## config.mk

```make
export PLATFORM = sky130hd
export DESIGN_NAME = ped_request
export DESIGN_NICKNAME = d
export VERILOG_FILES = /design/src/rtl/traffic_pkg.sv /design/src/rtl/btn_debounce.sv /design/src/rtl/ped_request.sv
export SDC_FILE = /design/constraint.sdc
export NUM_CORES = 1
export LEC_CHECK = 0
export ABC_AREA = 1
export CAP_MARGIN = 15
export CORE_UTILIZATION = 48
export CTS_CLUSTER_DIAMETER = 60
export CTS_CLUSTER_SIZE = 40
export DETAILED_ROUTE_END_ITERATION = 12
export PLACE_DENSITY = 0.7
export SETUP_SLACK_MARGIN = 0.02
export SKIP_CTS_REPAIR_TIMING = 1
export SYNTH_ARGS = -nofsm -noshare
export SYNTH_HDL_FRONTEND = slang
export SYNTH_HIERARCHICAL = 1
export SYNTH_SLANG_ARGS = --single-unit
```

## constraint.sdc

```tcl
create_clock -name s_clk -period 1.85 [get_ports s_clk]
set_input_delay 0.4625 -clock s_clk [delete_from_list [all_inputs] [get_ports s_clk]]
set_output_delay 0.4625 -clock s_clk [all_outputs]
set_load 0.1 [all_outputs]
```

## src/rtl/traffic_pkg.sv

```systemverilog
// rtl/traffic_pkg.sv - shared pedestrian-crossing types and default timing constants
package traffic_pkg;

    typedef enum logic [1:0] {
        IDLE   = 2'd0,
        ARMED  = 2'd1,
        SERVED = 2'd2,
        GAP    = 2'd3
    } ped_state_t;

    localparam int DEBOUNCE_CYC_DEF = 1000000;
    localparam int DB_W_DEF         = 20;
    localparam int GAP_S_DEF        = 10;

endpackage

```

## src/rtl/btn_debounce.sv

```systemverilog
// rtl/btn_debounce.sv - button synchroniser, debouncer and clean rising-edge pulse
module btn_debounce #(
    parameter int DEBOUNCE_CYC = 1000000,
    parameter int DB_W         = 20
) (
    input  logic clk,
    input  logic rst,
    input  logic btn_raw,
    output logic btn_clean,
    output logic btn_rise
);

    logic            sync1;
    logic            sync2;
    logic            clean_d;
    logic [DB_W-1:0] cnt;

    // The counter only runs while the synchronised level disagrees with btn_clean,
    // so any return to the old level restarts the qualification window.
    always_ff @(posedge clk) begin
        if (rst) begin
            sync1     <= 1'b0;
            sync2     <= 1'b0;
            clean_d   <= 1'b0;
            btn_clean <= 1'b0;
            cnt       <= '0;
        end else begin
            sync1   <= btn_raw;
            sync2   <= sync1;
            clean_d <= btn_clean;
            if (sync2 == btn_clean) begin
                cnt <= '0;
            end else if (cnt == DB_W'(DEBOUNCE_CYC)) begin
                btn_clean <= sync2;
                cnt       <= '0;
            end else begin
                cnt <= cnt + DB_W'(1);
            end
        end
    end

    assign btn_rise = btn_clean & ~clean_d;

endmodule

```

## src/rtl/ped_request.sv

```systemverilog
// rtl/ped_request.sv - pedestrian button to request/acknowledge handshake with post-walk cooldown
module ped_request
    import traffic_pkg::*;
#(
    parameter int DEBOUNCE_CYC = DEBOUNCE_CYC_DEF,
    parameter int DB_W         = DB_W_DEF,
    parameter int GAP_S        = GAP_S_DEF
) (
    input  logic s_clk,
    input  logic rst,
    input  logic tick_1hz,
    input  logic btn_raw,
    input  logic walk_busy,
    input  logic ped_ack,
    output logic ped_req,
    output logic req_led,
    output logic btn_clean
);

    ped_state_t state;
    ped_state_t state_nxt;
    logic [7:0] gap_cnt;
    logic [7:0] gap_nxt;
    logic       pending;
    logic       pending_nxt;
    logic       ack_q;
    logic       busy_q;
    logic       press;

    btn_debounce #(
        .DEBOUNCE_CYC(DEBOUNCE_CYC),
        .DB_W        (DB_W)
    ) u_debounce (
        .clk      (s_clk),
        .rst      (rst),
        .btn_raw  (btn_raw),
        .btn_clean(btn_clean),
        .btn_rise (press)
    );

    // Acks are only captured while a request is outstanding, so a stray ack
    // arriving just before ARMED cannot cancel the next request.
    always_ff @(posedge s_clk) begin
        if (rst) begin
            state   <= IDLE;
            gap_cnt <= 8'd0;
            pending <= 1'b0;
            ack_q   <= 1'b0;
            busy_q  <= 1'b0;
        end else begin
            state   <= state_nxt;
            gap_cnt <= gap_nxt;
            pending <= pending_nxt;
            ack_q   <= ped_ack && (state == ARMED);
            busy_q  <= walk_busy;
        end
    end

    always_comb begin
        state_nxt   = state;
        gap_nxt     = gap_cnt;
        pending_nxt = pending;
        ped_req     = 1'b0;
        req_led     = 1'b0;
        case (state)
            IDLE: begin
                if (press) state_nxt = ARMED;
            end
            ARMED: begin
                ped_req = 1'b1;
                req_led = 1'b1;
                if (ack_q) state_nxt = SERVED;
            end
            SERVED: begin
                if (busy_q && !walk_busy) begin
                    state_nxt = GAP;
                    gap_nxt   = 8'(GAP_S);
                end
            end
            GAP: begin
                if (press) pending_nxt = 1'b1;
                if (tick_1hz) begin
                    if (gap_cnt <= 8'd1) begin
                        gap_nxt     = 8'd0;
                        state_nxt   = (pending || press) ? ARMED : IDLE;
                        pending_nxt = 1'b0;
                    end else begin
                        gap_nxt = gap_cnt - 8'd1;
                    end
                end
            end
            default: state_nxt = IDLE;
        endcase
    end

endmodule

```

Word-level counts from Yosys, hierarchy flattened
Cells that the tools add are included.

Bits in registers: 37.

Reductions and logical operators: 10. $lt $le $gt $ge: 1. Equal/unequal tests: 10. Add/sub/neg operators: 2. Muxes and demuxes: 15. Bitwise operators: 3.

Operator list (count): $mux 8 (3); $add 20x1->20 const B (1); $eq 20x20->1 const B (1); $pmux 8 s2 (1); $mux 2 (5); $ne 2x2->1 const B (5); $le 8x1->1 const B (1); $pmux 2 s4 (1); $sub 8x1->8 const B (1); $mux 1 (5); $reduce_and 5->1 (1); $eq 2x2->1 const B (2); $reduce_and 3->1 (1); $reduce_or 3->1 (1); $eq 2x1->1 const B (1); $logic_and 1x1->1 (2); $logic_not 2->1 (1); $not 1->1 (2); $reduce_and 2->1 (1); $reduce_bool 2->1 (1); $and 1x1->1 (1); $eq 1x1->1 (1); $logic_not 1->1 (1); $logic_or 1x1->1 (1).

Depth between registers and ports, before layout
Gate-level depths: netlist of run 1.

Depth after elaboration: 7. Mapped depth: 10. Depth with buffers taken out: 10.

Cells and area by module
The synthesis of run 1 kept the hierarchy.

Modules (own cells, without submodules): btn_debounce (sequential area each 480.5 um^2, cells an instance 178, area an instance 1199.9 um^2, times used 1); ped_request (sequential area each 260.2 um^2, cells an instance 129, area an instance 829.5 um^2, times used 1).

Worst setup path after synthesis of run 1
OpenSTA, ideal clock, no wires.

Path type: reg2out. From: reg state[1]. To: out req_led. Data required time: 1.387 ns. Stages on the path, launching flop included: 4. Slack: -0.269 ns. Arrival time: 1.657 ns. Path through: dfxtp_1 -> inv_1 -> ha_1 -> buf_4.

Word-level cells in the longest chain between the ends: 2.

RTL lines: start: declaration (line ped_request.sv:20) `ped_state_t state;`; start signal: assignment (line ped_request.sv:51) `state <= state_nxt;`; $eq 2x1->1; $mux 1; end: declaration (line ped_request.sv:16) `output logic req_led,`.

No other way between the ends.

Worst setup path after layout of run 1
From: reg state[1]. To: out req_led.

Word-level cells in the longest chain between the ends: 2.

RTL lines: $eq 2x1->1 (line ped_request.sv:65) `case (state)`; $mux 1 (line ped_request.sv:65).

No other way between the ends.

==> flow_summary.ini, run 1 <==
[outcome]
status = complete, no violations

[routing]
drt_pre_antenna_iters = 4
wl_per_cell_um = 10.66
postRouteAntennaNets = 0
dr_total_vias = 1847
drt_wl_total_um = 3967
route.detailed.drc = 0
vias_per_cell = 4.965
detailedRoute.firstIterationViolations = 118

[power]
power.combinational.fraction = 0.224
power_density_nw_per_um2 = 812.6
ir_worst_vdd_uv = 986.7
power.switching_fraction = 0.3068
power_leakage_nw = 0.8547
netSwitchingPower_mw = 0.5767
intPower_mw = 1.303
power.share.clock = 0.333
seqPwrFrac = 0.443
totalPowerFinal_mw = 1.880

[timing]
finalHoldViolCount = 0
worstMarginPinSlew_ns = 0.4609
achievable-frequency_mhz = 604.6
skew_ns = 0.01025
unrepaired_setup_endpoints_after_global_routing = false
slew_headroom = 0.6903
slew_violations = 0
timing.final.crit_period_ns = 1.654
tns_ns = 0
final.period_utilization = 0.8941
post-route-worst-setup-slack_ns = 0.1959
final_setup_violation_count = 0

[logic_synthesis]
synth.area.mux_share = 0
synthDistinctLibCells = 28
seq_area_frac_synth = 0.3650
yosys_warnings = 6
synthXorXnorAreaFrac = 0.02589
syn_nets = 321
post_synth_instance_area_um2 = 2029
post_synth_fa_ha_maj_area_fraction = 0.04932
synth.ff_latch_count = 37
largest_family_of_logic_cells_by_synthesized_area = simple AND/OR/NAND/NOR gates
synth_compound_area_frac = 0.07152
yosys.area_share.simple = 0.3946
synth_area_per_cell_um2 = 6.611
synthCells = 307

[cells_and_area]
nNetsFinal = 335
most-common-layout-cells = sky130_fd_sc_hd__nand2_1, sky130_fd_sc_hd__nor2_1, sky130_fd_sc_hd__inv_1
most_frequent_standard_cell_in_the_layout_excluding_fill_and_tap_cells = sky130_fd_sc_hd__nand2_1
diodes = 0
drive_gt1_frac = 0.09627
area_growth_syn_to_layout_pct = 14.00
finish.cell_count_without_fillers = 372

[worst_setup_path]
worst-setup-path-type = reg2out
critical_path_arrival_ns = 1.19
timing.reg2reg.worst_path_depth = 10
r2r_end = gap_cnt[5]
regToRegSetupSlack_ns = 0.31
setup.worst_path.end_class = output port
cp_slowest_cell = sky130_fd_sc_hd__dfxtp_1
cp_data_required_time_ns = 1.39
timing.critical_path.from_type = register
timing.rr.start = state[0]
cp_cell_sequence = inv_1, ha_2, buf_12
crit_path_max_fanout = 5
crit_path_max_incr_delay_ns = 0.41

[clock_tree]
clk-insertion-delay-late_ns = 0.29
clock_tree.htree_level_count = 2
clock-sinks = 37
tritoncts = built
path_clk_slew_ns = 0.07
cts_inserted_buffers = 5
ctsRootBufferMaster = sky130_fd_sc_hd__clkbuf_8
clock_tree.buffer_depth = 2

[die]
core_region_area_um2 = 4029
io_pins = 9
die_h_um = 67.03
die_x_um = 67.03
row_count = 23
initial_utilization = 0.5037
design.die.area_um2 = 4492

[placement]
finalWeightedCongestion = 0.9153
preCtsSetupSlack_ns = 0.1306
numPortBuffers = 8
dp.final_hpwl_um = 2992
place.detailed.instances = 364

[min_path]
hold_path_depth = 2
holdPathEnd = u_debounce/sync2
hold_path_class = reg2reg
startpoint_of_the_most_critical_hold_path = u_debounce/sync1

[global_routing]
grt_max_degree = 21
first_global_vias = 1601
grt.total_usage = 0.2023
grt_pass1_wl_um = 6858
antenna_found_initial = 0
grt.overflow.total = 0

[flow_run]
number_of_violations_of_the_max_capacitance_limit = 0
## layer usage
metal / GRT usage / part of all wire
met3: 0.05822 / 0.038
met5: 0 / 0
met1: 0.2657 / 0.50
met4: 0.07979 / 0.0058
met2: 0.3063 / 0.46
## stage by stage
step | util | cell area, um^2 | hold WS [ns]
4_1_cts | 0.5742 | 2313 | 0.4112
2_1_floorplan | - | 2033 | 0.3883
3_3_place_gp | 0.5491 | 2212 | 0.3939
6_report | 0.5742 | 2313 | 0.4071
5_1_grt | 0.5742 | 2313 | 0.4171
3_5_place_dp | 0.5491 | 2212 | 0.3992
## final cells by class
cell class	instances	area (um^2)
Sequential cell	37	742.0
Tap cell	50	62.56
Clock inverter	1	5.005
Inverter	43	161.4
Timing Repair Buffer	11	145.1
Fill cell	390	1715
Clock buffer	7	96.34
Multi-Input combinational cell	223	1101
## synthesized netlist by cell type
| cell type | count | area, um^2 |
|---|---|---|
| sky130_fd_sc_hd__inv_1 | 42 | 157.7 |
| sky130_fd_sc_hd__ha_1 | 8 | 100.1 |
| sky130_fd_sc_hd__dfxtp_1 | 37 | 740.7 |
| sky130_fd_sc_hd__nor2_2 | 1 | 6.260 |
| sky130_fd_sc_hd__or2_0 | 1 | 6.260 |
| sky130_fd_sc_hd__buf_2 | 2 | 10.01 |
| sky130_fd_sc_hd__xor2_1 | 2 | 17.52 |
| sky130_fd_sc_hd__nand4_1 | 9 | 56.30 |
| sky130_fd_sc_hd__nand3_2 | 2 | 20.02 |
| sky130_fd_sc_hd__nor2_4 | 2 | 22.52 |
| sky130_fd_sc_hd__a31oi_1 | 1 | 6.260 |
| sky130_fd_sc_hd__a21oi_1 | 16 | 80.08 |
| sky130_fd_sc_hd__o21ai_2 | 1 | 8.760 |
| sky130_fd_sc_hd__nand3b_1 | 1 | 7.510 |
| sky130_fd_sc_hd__inv_2 | 1 | 3.750 |
| sky130_fd_sc_hd__buf_4 | 1 | 7.510 |
| sky130_fd_sc_hd__nor3_1 | 2 | 10.01 |
| sky130_fd_sc_hd__buf_6 | 1 | 11.26 |
| sky130_fd_sc_hd__o21bai_1 | 1 | 7.510 |
| sky130_fd_sc_hd__nand2_2 | 1 | 6.260 |
| sky130_fd_sc_hd__nor2_1 | 56 | 210.2 |
| sky130_fd_sc_hd__nand3_1 | 22 | 110.1 |
| sky130_fd_sc_hd__a21oi_2 | 2 | 17.52 |
| sky130_fd_sc_hd__o21ai_0 | 5 | 25.02 |
| sky130_fd_sc_hd__xnor2_1 | 4 | 35.03 |
| sky130_fd_sc_hd__nand2_1 | 81 | 304.0 |
| sky130_fd_sc_hd__or2_2 | 4 | 25.02 |
| sky130_fd_sc_hd__nor3_4 | 1 | 16.27 |
## power by group through the flow
stage	Clock (mW)	Sequential (mW)	Combinational, mW
after floorplan	0	0.847	0.302
final	0.625	0.833	0.422
after global placement	0	0.850	0.420
after detailed placement	0	0.851	0.422
after global routing	0.680	0.835	0.461
after CTS	0.647	0.832	0.424
## logic make-up after synthesis
kind of cell | Yosys count
DFF | 37
adders and majority gates | 8
buffers and inverters | 47
and+or+nand+nor | 183
AOI/OAI and AO/OA | 26
xor gates and xnor gates | 6
## worst max-delay path by stage
stage                          from    endpoint  slack [ns]  cells after the start
after floorplan            state[1]     req_led        0.07                      3
after global placement    walk_busy  gap_cnt[4]        0.18                      9
after detailed placement  walk_busy  gap_cnt[4]        0.13                      9
after CTS                  state[1]     req_led        0.18                      3
after global routing       state[1]     req_led        0.12                      3
final                      state[1]     req_led        0.20                      3
## worst max-delay path, delay by kind of cell, from the launching register on
kind                     cells  cell delay [ns]
flip-flops                   1             0.41
buffers and inverters        2             0.27
adder cells (fa/ha/maj)      1             0.23
## registers in the layout, summed over array words and instances (netlist names)
signal / count
ack_q: 1
busy_q: 1
gap_cnt: 8
pending: 1
state: 2
u_debounce/btn_clean: 1
u_debounce/clean_d: 1
u_debounce/cnt: 20
u_debounce/sync1: 1
u_debounce/sync2: 1
(Power assumes the default switching activity.)
==> run 2: changes to the inputs <==
--- a/config.mk
+++ b/config.mk
@@ -6,12 +6,12 @@
 export NUM_CORES = 1
 export LEC_CHECK = 0
 export ABC_AREA = 1
-export CAP_MARGIN = 15
 export CORE_UTILIZATION = 48
 export CTS_CLUSTER_DIAMETER = 60
 export CTS_CLUSTER_SIZE = 40
 export DETAILED_ROUTE_END_ITERATION = 12
-export PLACE_DENSITY = 0.7
+export DONT_BUFFER_PORTS = 1
+export PLACE_DENSITY = 0.67
 export SETUP_SLACK_MARGIN = 0.02
 export SKIP_CTS_REPAIR_TIMING = 1
 export SYNTH_ARGS = -nofsm -noshare
==> run 2 against run 1 <==
Net effect:
- first-iteration DRC count down 8.5%
- design area shrank 5.2%
- largest cell class unchanged
- clock power fell by 14%
- flip-flop and latch count did not move
- largest power group unchanged
- core utilization down 3.0 points
- fmax shrank 1.4%
- hold slack worse by 0.17 ns
- power down 8.1%
- highest routed layer unchanged
==> flow_summary.ini, run 2 (synthesis gave the netlist of run 1 again) <==
[cells_and_area]
ff_latch_area_um2 = 742.0
final_cell_area_um2 = 2192
most-common-layout-cells = sky130_fd_sc_hd__nand2_1, sky130_fd_sc_hd__nor2_1, sky130_fd_sc_hd__inv_1
most_frequent_standard_cell_in_the_layout_excluding_fill_and_tap_cells = sky130_fd_sc_hd__nand2_1
largest_reg_flops = 20
layout.core_utilization = 0.5441
fillers = 412
biggestRegsByFlops = u_debounce/cnt x20, gap_cnt x8, state x2
nNetsFinal = 328
area_used_by_multi_input_combinational_logic_um2 = 1101
drive_gt1_frac = 0.08889
area_growth_syn_to_layout_pct = 8.015
diodes = 0
registers.top_by_ff_count = u_debounce/cnt

[die]
initial_utilization = 0.5037
core_region_area_um2 = 4029
die_x_um = 67.03
row_count = 23
design.die.area_um2 = 4492
die_h_um = 67.03
io_pins = 9

[power]
power.combinational.fraction = 0.207
power.switching_fraction = 0.3189
ir_worst_vdd_uv = 1091
power_leakage_nw = 0.8038
seqPwrFrac = 0.482
netSwitchingPower_mw = 0.5507
power_density_nw_per_um2 = 787.9
intPower_mw = 1.176
power.share.clock = 0.311

[clock_tree]
clock-sinks = 37
clk-insertion-delay-late_ns = 0.28
cts_inserted_buffers = 5
clock_tree.htree_level_count = 2
tritoncts = built
clock_tree.buffer_depth = 2
ctsRootBufferMaster = sky130_fd_sc_hd__clkbuf_8
path_clk_slew_ns = 0.07

[global_routing]
grt_pass1_wl_um = 6589
grt.total_usage = 0.1944
grt_max_degree = 21
antenna_found_initial = 0
grt.overflow.total = 0
first_global_vias = 1546

[routing]
wl_per_cell_um = 10.60
dr_total_vias = 1773
route.detailed.drc = 0
drt_wl_total_um = 3869
drt_pre_antenna_iters = 4
postRouteAntennaNets = 0
vias_per_cell = 4.858
detailedRoute.firstIterationViolations = 108

[timing]
unrepaired_setup_endpoints_after_global_routing = false
final.hold.worst_slack_ns = 0.2349
finalHoldViolCount = 0
tns_ns = 0
final.period_utilization = 0.9071
post-route-worst-setup-slack_ns = 0.1718
final_setup_violation_count = 0
slew_headroom = 0.6791
achievable-frequency_mhz = 595.9
skew_ns = 0.003275
slew_violations = 0
worstMarginPinSlew_ns = 0.4777
timing.final.crit_period_ns = 1.678

[placement]
dp.final_hpwl_um = 2894
numPortBuffers = 0
finalWeightedCongestion = 0.8656
placement.cell_area_um2 = 2110
preCtsSetupSlack_ns = 0.3160

[worst_setup_path]
worst-setup-path-type = reg2out
timing.critical_path.from_type = register
critical_path_arrival_ns = 1.22
cp_data_required_time_ns = 1.39
setup.worst_path.end_class = output port
crit_path_max_fanout = 5

[min_path]
hold_path_class = in2reg

[flow_run]
number_of_violations_of_the_max_capacitance_limit = 0

[outcome]
status = complete, no violations
-- run 2: per-layer routing --
| metal | up-vias | track usage | part of all wire |
|---|---|---|---|
| met5 | - | 0 | 0 |
| met4 | 0 | 0.05585 | 0.0059 |
| met3 | 2 | 0.04623 | 0.039 |
| met2 | 27 | 0.2925 | 0.43 |
| met1 | 774 | 0.2716 | 0.52 |
| li1 | 970 | - | - |
-- run 2: final cells by class --
type | count | area share
Timing Repair Buffer | 4 | 0.01941
Sequential cell | 37 | 0.3385
Multi-Input combinational cell | 223 | 0.5023
Clock inverter | 2 | 0.004566
Clock buffer | 6 | 0.03311
Tap cell | 50 | 0.02854
Inverter | 43 | 0.07363
-- run 2: power by group through the flow --
stage	Sequential, mW	Combinational [mW]	Clock (mW)
floorplan	0.847	0.302	0
global placement	0.851	0.355	0
detailed placement	0.851	0.356	0
CTS	0.833	0.358	0.560
global route	0.834	0.379	0.592
finish	0.832	0.358	0.537
-- run 2: worst max-delay path, stage by stage, from the launching register on --
cell and delay [ns]:
sky130_fd_sc_hd__dfxtp_1 0.36, sky130_fd_sc_hd__inv_1 0.10, sky130_fd_sc_hd__ha_2 0.21, sky130_fd_sc_hd__buf_12 0.25
-- run 2: worst paths after layout --
path / from / to / slack (ns) / cells after the start
setup / recovery: state[1] / ped_req / 0.17 / 3
hold / removal: rst / state[1] / 0.23 / 1
setup reg to reg: state[0] / gap_cnt[4] / 0.31 / 10
hold reg to reg: u_debounce/sync1 / u_debounce/sync2 / 0.42 / 2
-- run 2: metrics by stage --
| stage | power (mW) | instances |
|---|---|---|
| 5_1_grt | 1.805 | 365 |
| 6_report | 1.727 | 365 |
| 3_5_place_dp | 1.208 | 357 |
| 3_3_place_gp | 1.206 | 357 |
| 2_1_floorplan | 1.149 | 307 |
| 4_1_cts | 1.751 | 365 |
==> run 3: changes to the inputs <==
--- a/config.mk
+++ b/config.mk
@@ -14,6 +14,7 @@
 export PLACE_DENSITY = 0.67
 export SETUP_SLACK_MARGIN = 0.02
 export SKIP_CTS_REPAIR_TIMING = 1
+export SLEW_MARGIN = 15
 export SYNTH_ARGS = -nofsm -noshare
 export SYNTH_HDL_FRONTEND = slang
 export SYNTH_HIERARCHICAL = 1
==> results of run 3 <==
Same layout as run 2: the final DEF is identical, and so are final timing and power.
